<file path="config.mk">
export PLATFORM = sky130hd
export DESIGN_NAME = control_unit_flat
export DESIGN_NICKNAME = d
export VERILOG_FILES = /design/src/rtl/cpu_pkg.sv /design/src/rtl/control_unit_if.sv /design/src/rtl/cu_wait_timer.sv /design/src/rtl/control_unit.sv /design/src/flat_wrapper.sv
export SDC_FILE = /design/constraint.sdc
export NUM_CORES = 1
export LEC_CHECK = 0
export ABC_CLOCK_PERIOD_IN_PS = 4600
export CAP_MARGIN = 30
export CELL_PAD_IN_SITES_DETAIL_PLACEMENT = 0
export CELL_PAD_IN_SITES_GLOBAL_PLACEMENT = 1
export CORE_MARGIN = 4
export CORE_UTILIZATION = 25
export DETAILED_ROUTE_END_ITERATION = 10
export PLACE_DENSITY_LB_ADDON = 0.08
export SLEW_MARGIN = 10
export SYNTH_ARGS = -nofsm -noshare
export SYNTH_HDL_FRONTEND = slang
export SYNTH_HIERARCHICAL = 1
export SYNTH_SLANG_ARGS = --single-unit
</file>
<file path="constraint.sdc">
create_clock -name clk -period 4.6 [get_ports clk]
set_clock_uncertainty 0.2 [all_clocks]
set_input_delay 0.46 -clock clk [delete_from_list [all_inputs] [get_ports clk]]
set_output_delay 0.46 -clock clk [all_outputs]
set_load 0.01 [all_outputs]
</file>
<file path="src/rtl/cpu_pkg.sv">
// Shared constants for the multi-cycle CPU control unit: opcodes, FSM state
// encoding, ALU operation codes and PC source select values.
package cpu_pkg;
  localparam logic [3:0] OP_NOP   = 4'h0;
  localparam logic [3:0] OP_LOAD  = 4'h1;
  localparam logic [3:0] OP_STORE = 4'h2;
  localparam logic [3:0] OP_ADD   = 4'h3;
  localparam logic [3:0] OP_SUB   = 4'h4;
  localparam logic [3:0] OP_JMP   = 4'h5;
  localparam logic [3:0] OP_JZ    = 4'h6;
  localparam logic [3:0] OP_HALT  = 4'hF;

  localparam logic [2:0] S_FETCH  = 3'd0;
  localparam logic [2:0] S_DECODE = 3'd1;
  localparam logic [2:0] S_MEM_RD = 3'd2;
  localparam logic [2:0] S_EXEC   = 3'd3;
  localparam logic [2:0] S_MEM_WR = 3'd4;
  localparam logic [2:0] S_HALT   = 3'd5;

  localparam logic [1:0] ALU_PASS = 2'b00;
  localparam logic [1:0] ALU_ADD  = 2'b01;
  localparam logic [1:0] ALU_SUB  = 2'b10;

  localparam logic PC_INC = 1'b0;
  localparam logic PC_JMP = 1'b1;
endpackage

</file>
<file path="src/rtl/control_unit_if.sv">
// Control-unit <-> datapath/memory signal bundle. master = control unit side,
// slave = datapath/memory side.
interface control_unit_if #(parameter int OPW = 4);
  logic [OPW-1:0] ir_op;
  logic           acc_zero;
  logic           mem_ready;
  logic           pc_en;
  logic           pc_sel;
  logic           ir_en;
  logic           mdr_en;
  logic           acc_en;
  logic [1:0]     alu_op;
  logic           addr_sel;
  logic           mem_rd;
  logic           mem_wr;
  logic           halted;
  logic           fault;

  modport master (
    input  ir_op, acc_zero, mem_ready,
    output pc_en, pc_sel, ir_en, mdr_en, acc_en, alu_op, addr_sel,
           mem_rd, mem_wr, halted, fault
  );

  modport slave (
    output ir_op, acc_zero, mem_ready,
    input  pc_en, pc_sel, ir_en, mdr_en, acc_en, alu_op, addr_sel,
           mem_rd, mem_wr, halted, fault
  );
endinterface

</file>
<file path="src/rtl/cu_wait_timer.sv">
// Counts cycles spent waiting on mem_ready; flags when the count has reached
// TIMEOUT. Clear has priority over increment.
module cu_wait_timer #(
  parameter int TIMEOUT = 15,
  parameter int TW      = 4
) (
  input  logic clk,
  input  logic rst,
  input  logic clr,
  input  logic inc,
  output logic timeout
);
  logic [TW-1:0] cnt_q, cnt_d;

  always_comb begin
    cnt_d = cnt_q;
    if (clr)      cnt_d = '0;
    else if (inc) cnt_d = cnt_q + 1'b1;
  end

  always_ff @(posedge clk or negedge rst) begin
    if (!rst) cnt_q <= '0;
    else      cnt_q <= cnt_d;
  end

  assign timeout = (cnt_q == TW'(TIMEOUT));
endmodule

</file>
<file path="src/rtl/control_unit.sv">
// Multi-cycle control FSM: fetch/decode/memory/execute sequencing with one-cycle
// register load enables, memory handshake and timeout/illegal-opcode fault.
module control_unit
  import cpu_pkg::*;
#(
  parameter int OPW     = 4,
  parameter int TIMEOUT = 15,
  parameter int TW      = 4
) (
  input  logic           clk,
  input  logic           rst,
  control_unit_if.master bus
);
  logic [2:0]     state_q, state_d;
  logic           fault_q, fault_d;
  logic [OPW-1:0] op;
  logic           ready, tmo, waiting;
  logic           tmr_clr, tmr_inc;
  logic           pc_en, pc_sel, ir_en, mdr_en, acc_en, addr_sel, mem_rd, mem_wr;
  logic [1:0]     alu_op;

  assign op    = bus.ir_op;
  assign ready = bus.mem_ready;

  always_comb begin
    state_d  = state_q;
    fault_d  = fault_q;
    pc_en    = 1'b0;
    pc_sel   = PC_INC;
    ir_en    = 1'b0;
    mdr_en   = 1'b0;
    acc_en   = 1'b0;
    alu_op   = ALU_PASS;
    addr_sel = 1'b0;
    mem_rd   = 1'b0;
    mem_wr   = 1'b0;
    waiting  = 1'b0;
    case (state_q)
      S_FETCH: begin
        mem_rd  = 1'b1;
        waiting = 1'b1;
        if (ready) begin
          ir_en   = 1'b1;
          pc_en   = 1'b1;
          state_d = S_DECODE;
        end else if (tmo) begin
          fault_d = 1'b1;
          state_d = S_HALT;
        end
      end
      S_DECODE: begin
        case (op)
          OP_NOP:  state_d = S_FETCH;
          OP_JMP: begin
            pc_en   = 1'b1;
            pc_sel  = PC_JMP;
            state_d = S_FETCH;
          end
          OP_JZ: begin
            pc_en   = bus.acc_zero;
            pc_sel  = PC_JMP;
            state_d = S_FETCH;
          end
          OP_LOAD, OP_ADD, OP_SUB: state_d = S_MEM_RD;
          OP_STORE: state_d = S_MEM_WR;
          OP_HALT:  state_d = S_HALT;
          default: begin
            fault_d = 1'b1;
            state_d = S_HALT;
          end
        endcase
      end
      S_MEM_RD: begin
        mem_rd   = 1'b1;
        addr_sel = 1'b1;
        waiting  = 1'b1;
        if (ready) begin
          mdr_en  = 1'b1;
          state_d = S_EXEC;
        end else if (tmo) begin
          fault_d = 1'b1;
          state_d = S_HALT;
        end
      end
      S_EXEC: begin
        acc_en = 1'b1;
        case (op)
          OP_ADD:  alu_op = ALU_ADD;
          OP_SUB:  alu_op = ALU_SUB;
          default: alu_op = ALU_PASS;
        endcase
        state_d = S_FETCH;
      end
      S_MEM_WR: begin
        mem_wr   = 1'b1;
        addr_sel = 1'b1;
        waiting  = 1'b1;
        if (ready) begin
          state_d = S_FETCH;
        end else if (tmo) begin
          fault_d = 1'b1;
          state_d = S_HALT;
        end
      end
      S_HALT:  state_d = S_HALT;
      default: state_d = S_FETCH;
    endcase
  end

  assign tmr_clr = (state_d != state_q);
  assign tmr_inc = waiting & ~ready;

  cu_wait_timer #(.TIMEOUT(TIMEOUT), .TW(TW)) u_timer (
    .clk     (clk),
    .rst     (rst),
    .clr     (tmr_clr),
    .inc     (tmr_inc),
    .timeout (tmo)
  );

  always_ff @(posedge clk or negedge rst) begin
    if (!rst) begin
      state_q <= S_FETCH;
      fault_q <= 1'b0;
    end else begin
      state_q <= state_d;
      fault_q <= fault_d;
    end
  end

  // Gate with rst so strobes drop the moment reset asserts, not at the next edge.
  assign bus.pc_en    = rst & pc_en;
  assign bus.pc_sel   = rst & pc_sel;
  assign bus.ir_en    = rst & ir_en;
  assign bus.mdr_en   = rst & mdr_en;
  assign bus.acc_en   = rst & acc_en;
  assign bus.alu_op   = rst ? alu_op : ALU_PASS;
  assign bus.addr_sel = rst & addr_sel;
  assign bus.mem_rd   = rst & mem_rd;
  assign bus.mem_wr   = rst & mem_wr;
  assign bus.halted   = rst & (state_q == S_HALT);
  assign bus.fault    = rst & fault_q;
endmodule

</file>
<file path="src/flat_wrapper.sv">
// flat-port wrapper written by rule: the top's interface ports become plain ports
module control_unit_flat import cpu_pkg::*;
#(
  parameter int OPW     = 4,
  parameter int TIMEOUT = 15,
  parameter int TW      = 4
)
  (clk, rst, bus_ir_op, bus_acc_zero, bus_mem_ready, bus_pc_en, bus_pc_sel, bus_ir_en, bus_mdr_en, bus_acc_en, bus_alu_op, bus_addr_sel, bus_mem_rd, bus_mem_wr, bus_halted, bus_fault);
  control_unit_if #(.OPW(OPW)) bus_i ();
  input  logic clk;
  input  logic rst;
  input wire logic [$bits(bus_i.ir_op)-1:0] bus_ir_op;
  input wire logic [$bits(bus_i.acc_zero)-1:0] bus_acc_zero;
  input wire logic [$bits(bus_i.mem_ready)-1:0] bus_mem_ready;
  output wire logic [$bits(bus_i.pc_en)-1:0] bus_pc_en;
  output wire logic [$bits(bus_i.pc_sel)-1:0] bus_pc_sel;
  output wire logic [$bits(bus_i.ir_en)-1:0] bus_ir_en;
  output wire logic [$bits(bus_i.mdr_en)-1:0] bus_mdr_en;
  output wire logic [$bits(bus_i.acc_en)-1:0] bus_acc_en;
  output wire logic [$bits(bus_i.alu_op)-1:0] bus_alu_op;
  output wire logic [$bits(bus_i.addr_sel)-1:0] bus_addr_sel;
  output wire logic [$bits(bus_i.mem_rd)-1:0] bus_mem_rd;
  output wire logic [$bits(bus_i.mem_wr)-1:0] bus_mem_wr;
  output wire logic [$bits(bus_i.halted)-1:0] bus_halted;
  output wire logic [$bits(bus_i.fault)-1:0] bus_fault;
  assign bus_i.ir_op = bus_ir_op;
  assign bus_i.acc_zero = bus_acc_zero;
  assign bus_i.mem_ready = bus_mem_ready;
  assign bus_pc_en = bus_i.pc_en;
  assign bus_pc_sel = bus_i.pc_sel;
  assign bus_ir_en = bus_i.ir_en;
  assign bus_mdr_en = bus_i.mdr_en;
  assign bus_acc_en = bus_i.acc_en;
  assign bus_alu_op = bus_i.alu_op;
  assign bus_addr_sel = bus_i.addr_sel;
  assign bus_mem_rd = bus_i.mem_rd;
  assign bus_mem_wr = bus_i.mem_wr;
  assign bus_halted = bus_i.halted;
  assign bus_fault = bus_i.fault;
  control_unit #(.OPW(OPW), .TIMEOUT(TIMEOUT), .TW(TW)) u_core (.clk(clk), .rst(rst), .bus(bus_i));
endmodule
</file>
Word level (Yosys, flattened, before mapping)
Cells that the tools add are included.
{"block": "totals", "reg_bits": 8, "input_bits": 8, "out_inout_bits": 12}
{"block": "op_classes", "add_sub_neg": 1, "n_eq_ne": 17, "n_mux": 27, "n_bitwise": 12, "n_reduce_logical": 12}
{"operator": "3-bit case mux with 5 select lines", "n": 1}
{"operator": "1-bit 2-to-1 mux", "n": 13}
{"operator": "4-bit by 3-bit equality test with 1-bit output (second input constant)", "n": 3}
{"operator": "3-bit 2-to-1 mux", "n": 4}
{"operator": "1-bit bitwise AND", "n": 11}
{"operator": "3-bit case mux with 3 select lines", "n": 1}
{"operator": "3-bit OR reduction", "n": 3}
{"operator": "4-bit by 2-bit equality test with 1-bit output (second input constant)", "n": 2}
{"operator": "4-bit equality test (second input constant)", "n": 2}
{"operator": "4-bit 2-to-1 mux", "n": 2}
{"operator": "8-bit OR reduction", "n": 1}
{"operator": "3-bit by 2-bit equality test with 1-bit output (second input constant)", "n": 2}
{"operator": "3-bit equality test (second input constant)", "n": 2}
{"operator": "1-bit case mux with 2 select lines", "n": 3}
{"operator": "2-bit OR reduction", "n": 3}
{"operator": "4-bit by 1-bit adder with 4-bit output (second input constant)", "n": 1}
{"operator": "4-bit by 1-bit equality test with 1-bit output (second input constant)", "n": 1}
{"operator": "4-bit logical NOT", "n": 1}
{"operator": "2-bit 2-to-1 mux", "n": 2}
{"operator": "2-bit != test (second input constant)", "n": 2}
{"operator": "2-bit case mux with 2 select lines", "n": 1}
{"operator": "4-bit AND reduction", "n": 1}
{"operator": "2-bit nonzero test", "n": 2}
{"operator": "3-bit by 1-bit equality test with 1-bit output (second input constant)", "n": 1}
{"operator": "other kinds (4)", "n": 4}

Logic depth before layout (Yosys ltp)
{"block": "depth", "word_depth": 6, "depth_mapped": 7}

Cells and area by module
The synthesis kept the hierarchy.
{"mod": "control_unit", "instances": 1, "cells_per_inst": 59, "area_per_inst_um2": 431.7}
{"mod": "cu_wait_timer", "instances": 1, "cells_per_inst": 17, "area_per_inst_um2": 198.9}

Worst setup path after synthesis
No wires, ideal clock.
{"block": "synth_path", "path_kind": "reg2reg", "start": "reg u_core.state_q[1]", "end": "reg u_core.u_timer.cnt_q[3]", "setup_ns": 0.125, "arrival_ns": 1.574, "required_time_ns": 4.275, "path_slack_ns": 2.701, "stages_incl_launch_ff": 5, "path_buffers": 1, "path_cell_list": "dfrtp_1 -> buf_4 -> a211oi_1 -> nand4_1 -> mux2_4"}
{"block": "synth_between", "elab_chain_len": 5, "elab_cells_between_ends": 16, "classes_between": "eq/ne: 5; mux: 7; bitwise: 1; reduce/logical: 3"}
{"element": "from (decl)", "line": "control_unit.sv:14", "text": "logic [2:0] state_q, state_d;"}
{"element": "from (signal assigned)", "line": "control_unit.sv:126", "text": "state_q <= state_d;"}
{"element": "3-bit by 2-bit equality test with 1-bit output (tied with other cells)", "line": "control_unit.sv:38", "text": "case (state_q)"}
{"element": "3-bit OR reduction (no line) *"}
{"element": "1-bit 2-to-1 mux *", "line": "control_unit.sv:38"}
{"element": "1-bit bitwise AND *", "line": "control_unit.sv:111", "text": "assign tmr_inc = waiting & ~ready;"}
{"element": "named net u_core.tmr_inc", "line": "control_unit.sv:18", "text": "logic tmr_clr, tmr_inc;"}
{"element": "2-bit nonzero test (no line) *"}
{"element": "to (signal assigned)", "line": "cu_wait_timer.sv:23", "text": "else cnt_q <= cnt_d;"}
{"element": "to (decl)", "line": "cu_wait_timer.sv:13", "text": "logic [TW-1:0] cnt_q, cnt_d;"}
The timed path passes the listed nets; every way through them passes the cells marked *.
A chain may end at the register's enable or synchronous reset.

Worst setup path in the final report
{"block": "layout_path", "start": "in rst", "end": "out bus_alu_op[0]"}
{"block": "layout_between", "elab_chain_len": 1}
{"element": "from (decl)", "line": "flat_wrapper.sv:11", "text": "input logic rst;"}
{"element": "2-bit 2-to-1 mux", "line": "control_unit.sv:137", "text": "assign bus.alu_op = rst ? alu_op : ALU_PASS;"}
{"element": "to (decl)", "line": "flat_wrapper.sv:20", "text": "output wire logic [$bits(bus_i.alu_op)-1:0] bus_alu_op;"}
Every way passes these cells.

==> flow_summary.ini <==
[die]
rows = 17
ios = 20
die_height_um = 58.23
core_area_um2 = 2297
start_util_pct = 27.45
die-area_um2 = 3390
die_x_um = 58.23

[synthesis]
synth_nets = 85
synth_ff_type = dfrtp_1
syn_area_per_cell_um2 = 8.297
synth_edf_count = 0
yosys.area.top_type_share_pct = 31.75
ys_warn_count = 6
yosysSeqAreaShare_pct = 31.75
netlist_area_um2 = 630.6
ys_async_sr_fraction_pct = 100.0
netlist.top_cell.by_area = dfrtp_1
ys_types = 35
synthCells = 76
synthTopCellsByArea = dfrtp_1 (32%), a21oi_1 (6.3%), nor2_1 (5.4%)
ys_ff_latch = 8

[layout]
diodes = 0
fin_nets = 106
syn2layout_area_growth_pct = 36.51
drive_gt1_share_pct = 8.421
nFillCells = 259
postLayoutCellArea_um2 = 860.8

[clock_network]
cts_max_level = 1
cts-hold-fix-buffers = 0
clk_pin_slew_ns = 0.05
cts_tree = done
cts_max_path_buffers = 2
clock_sinks = 8
cts_resized = 0
cts_buffers = 3
clk_latency_ns = 0.25
cts_setup_buffers = 0
root_buffer = clkbuf_4

[timing]
fmax_mhz = 317.4
setup_violations = 0
finalCritPeriodShare_pct = 68.48
min_period_ns = 3.150
rsz0062_at_grt = false
slew_viol_final = 0
slew_headroom_pct = 48.90
timing.final.hold_violations = 0
setup-tns-final_ns = 0
tightest_slew_ns = 0.7618

[power_and_ir_drop]
sw_frac_of_total_pct = 42.10
p_seq_share_pct = 39.3
p_total_mw = 0.3405
clkPwrFrac_pct = 15.8
p_per_area_nw_per_um2 = 395.6
comb_power_share_pct = 44.9
p_leak_nw = 0.3463
ir_drop_mv = 0.2231
internal_power_mw = 0.1972
netSwitchingPower_mw = 0.1434

[worst_setup_path]
slowest_stage = clkdlybuf4s50_1
end_kind = primary output
cp_data_arrival_time_ns = 2.49
critPathMaxStageDelay_ns = 0.82
r2r_slack_ns = 2.41
crit_path_max_fanout = 15
crit_path_frequent_cell = clkdlybuf4s50_1
worstPathRequired_ns = 3.94
critical_path_class = in -> out
critPathLaunchType = input port
path_cells = clkdlybuf4s50_1, nand3_1, or3_1, nor3_1, clkdlybuf4s50_1

[route]
drc_errors = 0
ant_nets = 0
drtIter0Drc = 9
vias_per_cell = 4.846
drt_wl_total_um = 1595
drtPass1Iterations = 4
post_drt_wl_per_cell_um = 12.97
vias = 596

[global_routing]
antenna_found_initial = 0
grt_pass1_vias = 601
grtUsageTotal_pct = 10.50
grt_pass1_wl_um = 2725
grt_max_degree = 16
top_usage_layer = met1
grt_use_met2_pct = 13.71
grt-ovfl-total = 0
grt.met3_usage_pct = 4.677
met1_usage_pct = 15.13

[placed_design]
placed_area_um2 = 838.3
dp_hpwl_um = 1170
port_buffers = 19
place_congestion = 0.6693

[job]
maxCapViolCount = 0

[outcome]
status = complete, no violations

[hold_path]
hold_path.class = reg -> reg
==> synth_stat cells, types with 2 or more instances <==
master / count
nor2_1: 9
a21oi_1: 8
dfrtp_1: 8
inv_1: 5
nand2_1: 3
nand2b_1: 3
xnor2_1: 3
and3_1: 2
buf_2: 2
mux2i_1: 2
nand3_1: 2
nand4_1: 2
nor2b_1: 2
nor3_1: 2
o21ai_0: 2
o31ai_1: 2
==> sequential cells by signal, indices dropped and copies added, names as in the netlist <==
signal	cells
u_core/fault_q	1
u_core/state_q	3
u_core/u_timer/cnt_q	4
==> power by group through the flow <==
stage / Sequential [mW] / Combinational, mW / Clock [mW]
3_5_place_dp: 0.135 / 0.153 / 0
5_1_grt: 0.140 / 0.175 / 0.0603
2_1_floorplan: 0.102 / 0.131 / 0
6_report: 0.134 / 0.153 / 0.0538
3_3_place_gp: 0.135 / 0.152 / 0
4_1_cts: 0.134 / 0.155 / 0.0559
==> cells in the final DEF, fill, tap and decap left out, types with 3 or more instances in the layout <==
master	instances
clkdlybuf4s50_1	19
nor2_1	9
a21oi_1	8
dfrtp_1	8
inv_1	5
clkbuf_4	3
nand2b_1	3
nand2_1	3
xnor2_1	3
==> worst max-delay path, delay by kind of cell <==
family,cells,cell delay [ns]
buffers and inverters,2,1.38
and+or+nand+nor,3,0.66
==> final cells by class <==
| type | instances | area (um2) | area share [%] |
|---|---|---|---|
| Clock buffer | 3 | 22.52 | 2.616 |
| Inverter | 5 | 18.77 | 2.180 |
| Multi-Input combinational cell | 60 | 394.1 | 45.78 |
| Sequential cell | 8 | 200.2 | 23.26 |
| Tap cell | 28 | 35.03 | 4.070 |
| Timing Repair Buffer | 19 | 190.2 | 22.09 |
==> cell families (layout without fill, tap and decap cells) <==
logic type               Yosys count  count (layout)  share of synthesized area (%)
buffers and inverters              8              27                          5.755
adder cells (fa/ha/maj)            1               1                          1.984
AND/OR/NAND/NOR                   33              33                          29.57
multiplexers                       3               3                          5.555
flip-flops                         8               8                          31.75
AO/OA/AOI/OAI                     19              19                          19.84
XOR/XNOR                           4               4                          5.557
==> per-stage QoR <==
stage	util, %	cells	worst slack [ns]	hold slack, ns
after detailed placement	36.49	120	1.398	0.2670
after global placement	36.49	120	1.427	0.2658
after CTS	37.47	123	1.404	0.2805
after global routing	37.47	123	1.257	0.3310
after floorplan	-	76	2.701	-0.03559
final	37.47	123	1.450	0.2797
==> per-layer routing <==
| layer | vias up | share of wire [%] |
|---|---|---|
| met5 | - | 0 |
| met2 | 18 | 39 |
| met4 | 0 | 0.50 |
| li1 | 311 | - |
| met1 | 265 | 54 |
| met3 | 2 | 6.6 |
==> worst paths after layout <==
kind | from | to | depth (start not counted)
max | rst | bus_alu_op[0] | 5
min | u_core/fault_q | u_core/fault_q | 2
max reg2reg | u_core/state_q[2] | u_core/u_timer/cnt_q[3] | 3
min reg2reg | u_core/fault_q | u_core/fault_q | 2
max in group asynchronous | rst | u_core/state_q[0] | 1
min in group asynchronous | rst | u_core/u_timer/cnt_q[2] | 1
No activity file was read; power rests on OpenSTA's default activity.
